===== src/rtl/round_timer_pkg.sv =====
// Shared definitions for the round timer, the game controller and the display.
// The state encoding and default limits live here.
package round_timer_pkg;

    typedef enum logic [1:0] {
        IDLE,
        RUN,
        PAUSE,
        DONE
    } state_t;

    localparam int unsigned HALF_CYC_DEF = 100_000_000;
    localparam int unsigned MAX_HALVES   = 30;
    localparam int unsigned WRONG_LIMIT  = 3;
    localparam int unsigned CNT_W        = 32;
    localparam int unsigned IDX_W        = 5;
    localparam int unsigned WRONG_W      = 3;

endpackage


===== src/rtl/round_timer_if.sv =====
// Control and status bundle between the game controller and the round timer.
// The controller is the master and drives the control inputs.
interface round_timer_if #(
    parameter int unsigned CNT_W   = round_timer_pkg::CNT_W,
    parameter int unsigned IDX_W   = round_timer_pkg::IDX_W,
    parameter int unsigned WRONG_W = round_timer_pkg::WRONG_W
);

    logic               enable;
    logic               clear;
    logic [CNT_W-1:0]   half_cyc;
    logic [WRONG_W-1:0] wrong_cnt;
    logic               clk_slow;
    logic               tick;
    logic [IDX_W-1:0]   half_idx;
    logic               running;
    logic               done;

    modport master (
        output enable,
        output clear,
        output half_cyc,
        output wrong_cnt,
        input  clk_slow,
        input  tick,
        input  half_idx,
        input  running,
        input  done
    );

    modport slave (
        input  enable,
        input  clear,
        input  half_cyc,
        input  wrong_cnt,
        output clk_slow,
        output tick,
        output half_idx,
        output running,
        output done
    );

endinterface


===== src/rtl/round_timer_tick_gen.sv =====
// Loadable half-period counter with a terminal-count flag.
// The length is re-latched every time the count wraps.
module round_timer_tick_gen #(
    parameter int unsigned CNT_W = 32
) (
    input  logic             clk,
    input  logic             clr,
    input  logic             load,
    input  logic             en,
    input  logic [CNT_W-1:0] len_in,
    output logic             tc
);

    logic [CNT_W-1:0] cnt;
    logic [CNT_W-1:0] len;

    assign tc = (cnt == len - CNT_W'(1));

    always_ff @(posedge clk) begin
        if (clr) begin
            cnt <= '0;
            len <= '0;
        end else if (load) begin
            cnt <= '0;
            len <= len_in;
        end else if (en) begin
            if (tc) begin
                cnt <= '0;
                len <= len_in;
            end else begin
                cnt <= cnt + CNT_W'(1);
            end
        end
    end

endmodule


===== src/rtl/round_timer.sv =====
// Round timer: slow clock, toggle tick and half-period index with
// pause, restart and stop on round end or on too many wrong answers.
module round_timer #(
    parameter int unsigned HALF_CYC_DEF = round_timer_pkg::HALF_CYC_DEF,
    parameter int unsigned CNT_W        = round_timer_pkg::CNT_W,
    parameter int unsigned MAX_HALVES   = round_timer_pkg::MAX_HALVES,
    parameter int unsigned IDX_W        = round_timer_pkg::IDX_W,
    parameter int unsigned WRONG_W      = round_timer_pkg::WRONG_W,
    parameter int unsigned WRONG_LIMIT  = round_timer_pkg::WRONG_LIMIT
) (
    input logic          clk,
    input logic          rst_n,
    round_timer_if.slave bus
);

    import round_timer_pkg::*;

    state_t           state_q;
    state_t           state_nx;
    logic             clk_slow_q;
    logic             clk_slow_nx;
    logic             tick_q;
    logic             tick_nx;
    logic [IDX_W-1:0] idx_q;
    logic [IDX_W-1:0] idx_nx;
    logic [CNT_W-1:0] len_in;
    logic             wrong;
    logic             last;
    logic             tc;
    logic             tg_clr;
    logic             tg_load;
    logic             tg_en;

    assign wrong  = (bus.wrong_cnt >= WRONG_W'(WRONG_LIMIT));
    assign last   = (idx_q == IDX_W'(MAX_HALVES - 1));
    assign len_in = (bus.half_cyc == '0) ? CNT_W'(HALF_CYC_DEF)
                                         : bus.half_cyc;
    assign tg_clr = !rst_n || bus.clear;

    round_timer_tick_gen #(
        .CNT_W (CNT_W)
    ) u_tick_gen (
        .clk    (clk),
        .clr    (tg_clr),
        .load   (tg_load),
        .en     (tg_en),
        .len_in (len_in),
        .tc     (tc)
    );

    always_ff @(posedge clk) begin
        if (!rst_n || bus.clear) begin
            state_q    <= IDLE;
            clk_slow_q <= 1'b0;
            tick_q     <= 1'b0;
            idx_q      <= '0;
        end else begin
            state_q    <= state_nx;
            clk_slow_q <= clk_slow_nx;
            tick_q     <= tick_nx;
            idx_q      <= idx_nx;
        end
    end

    // Every cycle spent in RUN counts; enable only picks the next state.
    always_comb begin
        state_nx    = state_q;
        clk_slow_nx = clk_slow_q;
        tick_nx     = 1'b0;
        idx_nx      = idx_q;
        tg_load     = 1'b0;
        tg_en       = 1'b0;
        unique case (state_q)
            IDLE: begin
                if (bus.enable && !wrong) begin
                    state_nx = RUN;
                    tg_load  = 1'b1;
                end
            end
            RUN: begin
                if (wrong) begin
                    state_nx = DONE;
                end else begin
                    tg_en    = 1'b1;
                    state_nx = bus.enable ? RUN : PAUSE;
                    if (tc) begin
                        clk_slow_nx = !clk_slow_q;
                        tick_nx     = 1'b1;
                        idx_nx      = idx_q + IDX_W'(1);
                        if (last) begin
                            state_nx = DONE;
                        end
                    end
                end
            end
            PAUSE: begin
                if (wrong) begin
                    state_nx = DONE;
                end else if (bus.enable) begin
                    state_nx = RUN;
                end
            end
            DONE: begin
                state_nx = DONE;
            end
        endcase
    end

    assign bus.clk_slow = clk_slow_q;
    assign bus.tick     = tick_q;
    assign bus.half_idx = idx_q;
    assign bus.running  = (state_q == RUN);
    assign bus.done     = (state_q == DONE);

endmodule


===== src/flat_wrapper.sv =====
// flat-port wrapper written by rule: the top's interface ports become plain ports
module round_timer_flat import round_timer_pkg::*;
#(
    parameter int unsigned HALF_CYC_DEF = round_timer_pkg::HALF_CYC_DEF,
    parameter int unsigned CNT_W        = round_timer_pkg::CNT_W,
    parameter int unsigned MAX_HALVES   = round_timer_pkg::MAX_HALVES,
    parameter int unsigned IDX_W        = round_timer_pkg::IDX_W,
    parameter int unsigned WRONG_W      = round_timer_pkg::WRONG_W,
    parameter int unsigned WRONG_LIMIT  = round_timer_pkg::WRONG_LIMIT
)
  (clk, rst_n, bus_enable, bus_clear, bus_half_cyc, bus_wrong_cnt, bus_clk_slow, bus_tick, bus_half_idx, bus_running, bus_done);
  round_timer_if #(.CNT_W(CNT_W), .IDX_W(IDX_W), .WRONG_W(WRONG_W)) bus_i ();
  input logic clk;
  input logic rst_n;
  input wire logic [$bits(bus_i.enable)-1:0] bus_enable;
  input wire logic [$bits(bus_i.clear)-1:0] bus_clear;
  input wire logic [$bits(bus_i.half_cyc)-1:0] bus_half_cyc;
  input wire logic [$bits(bus_i.wrong_cnt)-1:0] bus_wrong_cnt;
  output wire logic [$bits(bus_i.clk_slow)-1:0] bus_clk_slow;
  output wire logic [$bits(bus_i.tick)-1:0] bus_tick;
  output wire logic [$bits(bus_i.half_idx)-1:0] bus_half_idx;
  output wire logic [$bits(bus_i.running)-1:0] bus_running;
  output wire logic [$bits(bus_i.done)-1:0] bus_done;
  assign bus_i.enable = bus_enable;
  assign bus_i.clear = bus_clear;
  assign bus_i.half_cyc = bus_half_cyc;
  assign bus_i.wrong_cnt = bus_wrong_cnt;
  assign bus_clk_slow = bus_i.clk_slow;
  assign bus_tick = bus_i.tick;
  assign bus_half_idx = bus_i.half_idx;
  assign bus_running = bus_i.running;
  assign bus_done = bus_i.done;
  round_timer #(.HALF_CYC_DEF(HALF_CYC_DEF), .CNT_W(CNT_W), .MAX_HALVES(MAX_HALVES), .IDX_W(IDX_W), .WRONG_W(WRONG_W), .WRONG_LIMIT(WRONG_LIMIT)) u_core (.clk(clk), .rst_n(rst_n), .bus(bus_i));
endmodule

===== config.mk =====
export PLATFORM = sky130hd
export DESIGN_NAME = round_timer_flat
export DESIGN_NICKNAME = d
export VERILOG_FILES = /design/src/rtl/round_timer_pkg.sv /design/src/rtl/round_timer_if.sv /design/src/rtl/round_timer_tick_gen.sv /design/src/rtl/round_timer.sv /design/src/flat_wrapper.sv
export SDC_FILE = /design/constraint.sdc
export NUM_CORES = 1
export LEC_CHECK = 0
export CORE_MARGIN = 1.5
export CORE_UTILIZATION = 40
export CTS_CLUSTER_SIZE = 40
export DETAILED_ROUTE_END_ITERATION = 7
export HOLD_SLACK_MARGIN = 0.06
export PLACE_DENSITY = 0.72
export SLEW_MARGIN = 20
export SYNTH_ARGS = -nofsm -noshare
export SYNTH_HDL_FRONTEND = slang
export SYNTH_SLANG_ARGS = --single-unit

===== constraint.sdc =====
create_clock -name clk -period 3.1 [get_ports clk]
set_clock_uncertainty 0.2 [all_clocks]
set_input_delay 0.31 -clock clk [delete_from_list [all_inputs] [get_ports clk]]
set_output_delay 0.31 -clock clk [all_outputs]
set_load 0.01 [all_outputs]

==> flow_metrics.env <==
export IMPL_p_per_area_nw_per_um2=372
export IMPL_synth_edf_count=0
export IMPL_via_per_inst=5.49
export IMPL_coreArea_um2=10300
export IMPL_ys_flop_type="dfxtp_1"
export IMPL_clockRootBuffer="clkbuf_8"
export IMPL_drv_slew=0
export IMPL_antenna_cells=0
export IMPL_clk_latency_ns=0.37
export IMPL_grt_pass1_wl_um=20500
export IMPL_status="finished with violations"
export IMPL_rsz0062_at_grt="yes"
export IMPL_ys_types=55
export IMPL_grt_ovfl_total=0
export IMPL_cts_tree="done"
export IMPL_clk_pin_slew_ns=0.08
export IMPL_row_count=37
export IMPL_setup_violations=45
export IMPL_clock_fmax_mhz=311
export IMPL_clk_path_buf_depth=2
export IMPL_yosys_area_share_simple_pct=28.1
export IMPL_clock_sinks=73
export IMPL_synthAdderAreaFrac_pct=1.18
export IMPL_dp_hpwl_um=9100
export IMPL_chipHeight_um=106
export IMPL_vias=4150
export IMPL_synth_top_family_by_area="simple AND/OR/NAND/NOR gates"
export IMPL_worst_endpoint_required_ns=3.21
export IMPL_gp_congestion=0.962
export IMPL_htreeDepth=3
export IMPL_antenna_found_initial=0
export IMPL_cp_end_kind="register"
export IMPL_hold_viol=0
export IMPL_drv_cap=0
export IMPL_synth_compound_area_share_pct=12.2
export IMPL_crit_top_cell="nand2_1"
export IMPL_start_kind="register"
export IMPL_holdWs_ns=0.304
export IMPL_wl_per_cell_um=16.7
export IMPL_dieArea_um2=11300
export IMPL_grt_util_all_layers_pct=23.0
export IMPL_cts_buffers=9
export IMPL_drive_gt1_share_pct=22.1
export IMPL_synth_area_um2=4250
export IMPL_period_minus_slack_ns=3.21
export IMPL_hold_class="register to register"
export IMPL_nNetsFinal=658
export IMPL_drtIter0Drc=250
export IMPL_firstDrtPassIters=4
export IMPL_fill_cells=901
export IMPL_port_buffers=47
export IMPL_grt_max_degree=32
export IMPL_fin_crit_sh_pct=104
export IMPL_cts_hold_buf=0
export IMPL_arrival_ns=3.32
export IMPL_worst_pin_slew_ns=0.582
export IMPL_synth_seq_cells=73
export IMPL_first_global_vias=4202
export IMPL_postSynthAreaPerCell_um2=8.46
export IMPL_ir_drop_mv=0.200
export IMPL_yosys_warnings=0
export IMPL_synthToLayoutAreaGrowth_pct=38.7
export IMPL_synth_xor_area_share_pct=15.0
export IMPL_synth_net_count=546
export IMPL_critical_path_top_delay_family="simple AND/OR/NAND/NOR gates"
export IMPL_ios=48
export IMPL_start_util_pct=41.2
export IMPL_crit_chain="inv_1, ha_1, nor3b_4, buf_4, nand2_1, xnor2_1, a2111o_1, nor4_1, and4_1, nand4_4, buf_6, or4_1, nand2_1"
export IMPL_wl_um=12600
export IMPL_route_detailed_drc=0
export IMPL_worst_slack_ns=-0.115
export IMPL_violations="negative setup slack"
export IMPL_dp_slack_ns=-0.154
export IMPL_ys_seq_area_share_pct=34.4
export IMPL_die_width_um=106
export IMPL_slowest_delay_ns=0.47
export IMPL_path_buf_inv=3
export IMPL_muxShareOfSynthArea_pct=5.21
export IMPL_postSynthCellCount=503
export IMPL_ant_nets=0
export IMPL_critPathMaxFanout=7
export IMPL_path_class="register to register"
export IMPL_leakagePower_nw=2.29
export IMPL_slowest_stage="or4_1"
export IMPL_async_flop_share_pct=0
export IMPL_relSlewSlack_pct=60.8
-- routing by layer --
layer | track usage [%] | share of wire (%) | vias up
met2 | 40.0 | 50 | 102
met3 | 4.35 | 4.0 | 25
met5 | 0 | 0 | -
met4 | 9.56 | 2.6 | 0
met1 | 27.8 | 44 | 1998
li1 | - | - | 2025
-- stage by stage --
stage | instances | cell area [um^2] | utilization (%) | power (W) | setup TNS, ns
CTS | 743 | 5620 | 54.4 | 0.00215 | -0.0194
finish | 756 | 5900 | 57.1 | 0.00219 | -1.37
global placement | 719 | 5280 | 51.2 | 0.00133 | -0.267
detailed placement | 719 | 5280 | 51.2 | 0.00134 | -2.88
floorplan | 503 | 4320 | - | 0.00119 | -0.245
global route | 756 | 5900 | 57.1 | 0.00229 | -15.79
-- cells in the final DEF, fill, tap and decap left out, types with 4 or more instances in the layout --
cell type and n:
or3_1 4, a21oi_1 7, o21ai_0 13, clkbuf_8 10, nor3_1 10, and4_1 4, nor2b_1 5, nand2_1 50
nand2b_1 5, nand4_1 13, dfxtp_2 4, clkdlybuf4s50_1 47, nor4_4 6, ha_1 4, or4_1 4, buf_4 64
nand3_1 16, inv_1 12, a22o_1 21, nor4_1 16, xor2_1 40, buf_6 6, mux2i_1 18, xnor2_1 33
dfxtp_1 68, nor2_1 58
-- cells in the mapped netlist, types with 4 or more instances --
cell / instances / share of area (%)
clkbuf_1: 13 / 1.1
or3_1: 5 / 0.74
xnor2_1: 33 / 6.8
nand2_1: 52 / 4.6
a211oi_1: 4 / 0.71
mux2i_1: 21 / 4.9
inv_1: 12 / 1.1
nor2_1: 60 / 5.3
dfxtp_1: 73 / 34
buf_6: 4 / 1.1
xor2_1: 40 / 8.2
o31ai_1: 4 / 0.71
a21oi_1: 7 / 0.82
a22o_1: 21 / 4.3
nand3_1: 16 / 1.9
nor4_1: 24 / 3.5
o21ai_0: 13 / 1.5
nor2b_1: 6 / 0.88
and3_1: 4 / 0.59
ha_1: 4 / 1.2
or4_1: 5 / 0.88
nor3_1: 11 / 1.3
nand4_1: 13 / 1.9
and4_1: 4 / 0.82
nand2b_1: 6 / 0.88
buf_2: 4 / 0.47
-- final timing paths --
kind,start,endpoint,slack [ns],cells after the start
setup / recovery,u_core.u_tick_gen.len[0],u_core.bus.half_idx[3],-0.11,13
hold / removal,u_core.u_tick_gen.len[20],u_core.u_tick_gen.len[20],0.30,2
setup reg to reg,u_core.u_tick_gen.len[0],u_core.bus.half_idx[3],-0.11,13
hold reg to reg,u_core.u_tick_gen.len[20],u_core.u_tick_gen.len[20],0.30,2
-- worst reg2reg max path, delay by kind of cell, from the launching register on --
kind | cells | cell delay [ns]
AND/OR/NAND/NOR | 7 | 1.60
buffers and inverters | 3 | 0.38
flip-flops | 1 | 0.37
AO/OA/AOI/OAI | 1 | 0.30
adder cells (fa/ha/maj) | 1 | 0.17
XOR/XNOR | 1 | 0.13
-- state kept, by name (all words and copies together) (netlist names) --
name and flops:
u_core.state_q 2, u_core.u_tick_gen.cnt 32, u_core.bus.clk_slow 1, u_core.bus.half_idx 5, u_core.u_tick_gen.len 32, u_core.bus.tick 1
-- what timing repair did --
item                       in CTS  in global routing
buffers inserted                8                  9
pin swaps                      10                 12
setup endpoints to repair      62                 73
gates resized for setup        15                 31
cloned                          0                  4
-- logic make-up after synthesis --
group | count (synthesis)
flip-flops | 73
multiplexers | 22
AO/OA/AOI/OAI | 69
XOR/XNOR | 73
AND/OR/NAND/NOR | 228
buffers and inverters | 34
adder cells (fa/ha/maj) | 4
-- report_power, final --
| part | switching [W] | internal [W] | total, W | leakage (nW) |
|---|---|---|---|---|
| Clock | 0.000378 | 0.000391 | 0.000769 | 0.0953 |
| Combinational | 0.000220 | 0.000247 | 0.000468 | 1.60 |
| Sequential | 0.0000109 | 0.000945 | 0.000956 | 0.592 |
| Total | 0.000609 | 0.00158 | 0.00219 | 2.29 |
-- layout make-up --
| type | count | area [um^2] | share of cell area (%) |
|---|---|---|---|
| clock inverter | 5 | 55.1 | 0.933 |
| tap | 136 | 170 | 2.88 |
| sequential | 73 | 1470 | 24.9 |
| timing repair buffer | 123 | 1150 | 19.6 |
| inverter | 12 | 45.0 | 0.764 |
| multi-input combinational | 396 | 2860 | 48.5 |
| clock buffer | 11 | 141 | 2.40 |
Note: power is estimated with default switching activity, not from simulation.
